`config.mk`:
```
export PLATFORM = sky130hd
export DESIGN_NAME = ung_p_decoder
export DESIGN_NICKNAME = d
export VERILOG_FILES = /design/src/rtl/ung_p_decoder.sv
export SDC_FILE = /design/constraint.sdc
export NUM_CORES = 1
export LEC_CHECK = 0
export CAP_MARGIN = 30
export CORE_MARGIN = 2
export CORE_UTILIZATION = 55
export CTS_CLUSTER_DIAMETER = 30
export DETAILED_ROUTE_END_ITERATION = 8
export DONT_BUFFER_PORTS = 1
export PLACE_DENSITY_LB_ADDON = 0.2
export SYNTH_ARGS = -nofsm -noshare
export SYNTH_HDL_FRONTEND = slang
export SYNTH_SLANG_ARGS = --single-unit
```
`constraint.sdc`:
```
create_clock -name clk -period 1.9 [get_ports clk]
set_clock_uncertainty 0.05 [all_clocks]
set_input_delay 0.38 -clock clk [delete_from_list [all_inputs] [get_ports clk]]
set_output_delay 0.38 -clock clk [all_outputs]
set_load 0.02 [all_outputs]
```
`src/rtl/ung_p_decoder.sv`:
```
// Parallel unary-to-binary decoder: counts ones over a fixed frame of p-bit words and
// presents the saturated count via valid/ready. Define THERM_CHECK_EN for thermometer-order checking.
module ung_p_decoder #(
    parameter int width = 5,
    parameter int p     = 2,
    parameter int words = 16
) (
    input  logic             clk,
    input  logic             rst,
    input  logic [p-1:0]     un_data,
    input  logic             un_valid,
    output logic             un_ready,
    output logic [width-1:0] binary_out,
    output logic             out_valid,
    input  logic             out_ready,
    output logic             err
);
    localparam int CNT_W = (words > 1) ? $clog2(words) : 1;
    localparam int PC_W  = $clog2(p + 1);
    localparam logic [CNT_W-1:0] LAST_IDX = CNT_W'(words - 1);
    localparam logic [width:0]   MAX_VAL  = {1'b0, {width{1'b1}}};

    typedef enum logic {ACC, HOLD} state_t;

    state_t           state, state_nxt;
    logic [CNT_W-1:0] word_cnt;
    logic [width:0]   acc, acc_nxt;
    logic [PC_W-1:0]  pc;
    logic             xfer, last;

    always_comb begin
        pc = '0;
        for (int i = 0; i < p; i++) pc = pc + PC_W'(un_data[i]);
    end

    assign acc_nxt   = acc + (width + 1)'(pc);
    assign xfer      = (state == ACC) && un_valid;
    assign last      = xfer && (word_cnt == LAST_IDX);
    // Ready is forced low while reset is held, even though the reset state is ACC.
    assign un_ready  = rst && (state == ACC);
    assign out_valid = (state == HOLD);

    always_comb begin
        state_nxt = state;
        case (state)
            ACC:     if (last) state_nxt = HOLD;
            HOLD:    if (out_ready) state_nxt = ACC;
            default: state_nxt = ACC;
        endcase
    end

    always_ff @(posedge clk or negedge rst) begin
        if (!rst) begin
            state      <= ACC;
            acc        <= '0;
            word_cnt   <= '0;
            binary_out <= '0;
        end else begin
            state <= state_nxt;
            if (xfer) begin
                if (last) begin
                    acc        <= '0;
                    word_cnt   <= '0;
                    binary_out <= (acc_nxt > MAX_VAL) ? MAX_VAL[width-1:0] : acc_nxt[width-1:0];
                end else begin
                    acc      <= acc_nxt;
                    word_cnt <= word_cnt + 1'b1;
                end
            end
        end
    end

`ifdef THERM_CHECK_EN
    logic zero_seen, err_acc, err_q;
    logic z_nxt, e_nxt;

    // Scan in stream order: once a 0 has been seen, any later 1 breaks thermometer order.
    always_comb begin
        z_nxt = zero_seen;
        e_nxt = err_acc;
        for (int i = 0; i < p; i++) begin
            if (!un_data[i]) z_nxt = 1'b1;
            else if (z_nxt)  e_nxt = 1'b1;
        end
    end

    always_ff @(posedge clk or negedge rst) begin
        if (!rst) begin
            zero_seen <= 1'b0;
            err_acc   <= 1'b0;
            err_q     <= 1'b0;
        end else if (xfer) begin
            if (last) begin
                zero_seen <= 1'b0;
                err_acc   <= 1'b0;
                err_q     <= e_nxt;
            end else begin
                zero_seen <= z_nxt;
                err_acc   <= e_nxt;
            end
        end
    end

    assign err = err_q;
`else
    assign err = 1'b0;
`endif

endmodule

```
==> run_results.csv <==
group,metric,value,unit
grt,met1_usage,29.5,%
synthesis,yosysWarnings,0,
grt,grt_overflow,0,
layout,final_cell_mix,"dfrtp_1, nand2_1, nor2_1, a31oi_1, o21ai_0",
floorplan,start_util,59.0,%
synthesis,synth_edf_count,0,
floorplan,die_area,1710,µm²
layout,drive_gt1_share,12.5,%
synthesis,yosysTopAreaCell,"dfrtp_1",
synthesis,synth_fa_ha_area_share,5.86,%
synthesis,synthCells,76,
synthesis,syn_area,768,µm²
grt,grt_antenna_before_repair,0,
timing,fin_setup_tns,0,ns
synthesis,syn_area_per_cell,10.1,µm²
placement,place.gp.congestion,0.749,
clock_network,cts_tree,"yes",
layout,layout.nets,90,
grt,grt_pass1_vias,466,
timing,rsz0062_at_grt,"false",
timing,finalMaxSlewViolations,0,
timing,clock.fmax,585,MHz
critical_path,end_kind,"flip-flop",
grt,grt_max_degree,17,
layout,multi_input_area,340,µm²
synthesis,yosysTopAreaCellShare,52.1,%
grt,use_met2,28.5,%
clock_network,htree_levels,1,
drt,first_pass_iters,4,
placement,hpwl,963,µm
clock_network,clkLatencyLatePin,0.28,ns
hold_path,hp-class,"primary input to flip-flop",
synthesis,synth-compound-area-share,12.7,%
outcome,outcome,"finished clean",
flow_run,maxCapViolations,0,
synthesis,ys_top_cells_by_area,"dfrtp_1, nand2_1, a31oi_1",
timing,fin_crit_sh,90.0,%
clock_network,cts_sinks,16,
synthesis,synthFlopType,"dfrtp_1",
synthesis,yosys.area_share.simple,18.6,%
drt,via_per_inst,5.57,
drt,drt_iter0_markers,12,
timing,min_period,1.71,ns
layout,area_growth,8.31,%
layout,nFillCells,106,
timing,tightestPinTransition,0.701,ns
layout,n_antenna_cell,0,
layout,final_common_cell,"dfrtp_1",
drt,vias,529,
pwr,powerDensity,1540,nW/µm²
pwr,p_leak,0.370,nW
pwr,irDropWorstVdd,0.000741,V
drt,drcViolationCount,0,
timing,finalSetupViolations,0,
critical_path,worst-setup-path-type,"flip-flop to flip-flop",
pwr,p_total,0.00128,W
timing,slew_headroom,53.1,%
placement,portBuffers,0,
synthesis,syn-num-nets,85,
grt,grt-busiest-layer,"met1",
drt,wl_per_cell,13.8,µm
synthesis,synth_top_family_by_area,"simple AND/OR/NAND/NOR gates",
synthesis,synth_xor_xnor_area_share,6.68,%
grt,grt_pass1_wl,2180,µm
clock_network,cts_max_path_buffers,2,
synthesis,ys_ff_latch,16,
critical_path,critPathLaunchType,"flip-flop",
layout,final_util,63.9,%
grt,grt_use_total,20.7,%
layout,ff_latch_area,400,µm²
critical_path,cp.arrival,1.84,ns
clock_network,cts_resized,0,
synthesis,async_flop_share,100,%
drt,antenna_left,0,
placement,place_ws,0.161,ns
floorplan,core_area,1300,µm²
critical_path,required,2.03,ns
clock_network,path_clk_slew,0.09,ns
floorplan,io-pin-count,14,
floorplan,row_count,13,
drt,drt_wl_total,1320,µm
critical_path,cp_max_fo,4,
floorplan,dieHeight,41.4,µm
synthesis,yosys-mux-area-fraction,0,%
timing,final_hold_viol_count,0,
timing,setup_ws,0.190,ns
synthesis,synth_cell_types,29,
grt,grt_use_met3,4.79,%
clock_network,cts_buffers,3,
synthesis,seq_area_frac_synth,52.1,%
floorplan,die_w,41.4,µm
clock_network,cts_root_buf,"clkbuf_4",
==> final timing paths <==
check / end / slack [ns] / startpoint / cells after the start
worst max-delay path: acc[2] / 0.19 / acc[0] / 4
max in group asynchronous: acc[5] / 0.83 / rst / 1
worst max register to register: acc[2] / 0.19 / acc[0] / 4
min in group asynchronous: word_cnt[3] / 0.52 / rst / 1
worst min register to register: word_cnt[3] / 0.46 / word_cnt[3] / 1
worst min-delay path: out_valid / 0.13 / out_ready / 1
==> what timing repair did <==
| action | in CTS | in global routing |
|---|---|---|
| setup buffers | 0 | 0 |
| hold endpoints to repair | 16 | 0 |
| hold buffers | 1 | 0 |
==> critical path, stage by stage, from the launching register on <==
cell     delay [ns]
dfrtp_1        0.41
fa_1           0.43
ha_1           0.26
nor3b_1        0.15
a211o_2        0.30
==> final cells by class <==
type,count,area share (%)
sequential,16,48.1
inverter,3,1.35
timing repair buffer,3,3.01
clock buffer,4,4.36
multi-input combinational,54,40.9
tap,15,2.26
==> per-stage QoR <==
stage	instances	cell area, µm²	hold slack (ns)
after detailed placement	90	786	0.0349
after floorplan	76	768	0.0344
after CTS	95	832	0.125
after global routing	95	832	0.122
after global placement	90	786	0.0348
final	95	832	0.129
==> metal layers <==
layer	vias up	share of wire, %
met5	-	0
met4	0	1.8
met3	4	4.1
met2	12	44
met1	245	50
li1	268	-
==> Yosys cell counts, types with 2 or more instances <==
library cell and instances:
xnor2_1 2, nand2_1 12, nand3_1 3, o21ai_0 5
o31ai_1 2, nor2_1 5, dfrtp_1 16, inv_1 3
a31oi_1 5, xor2_1 2, ha_1 2, nor3b_1 2
==> cells by family (layout without fill, tap and decap cells) <==
| group | after synthesis | in the layout |
|---|---|---|
| AO/OA/AOI/OAI | 16 | 16 |
| adder cells (fa/ha/maj) | 3 | 3 |
| flip-flops | 16 | 16 |
| XOR/XNOR | 5 | 5 |
| buffers and inverters | 6 | 10 |
| AND/OR/NAND/NOR | 29 | 29 |
| other | 1 | 1 |
==> power breakdown <==
part,internal [W],switching [W],total (W)
clock,0.000117,0.000105,0.000222
combinational,0.000170,0.000191,0.000361
sequential,0.000488,0.000206,0.000695
==> sequential cells by signal, indices dropped and copies added (netlist names) <==
| register | flops |
|---|---|
| acc | 6 |
| binary_out | 5 |
| out_valid | 1 |
| word_cnt | 4 |
No activity file was read; power rests on OpenSTA's default activity.
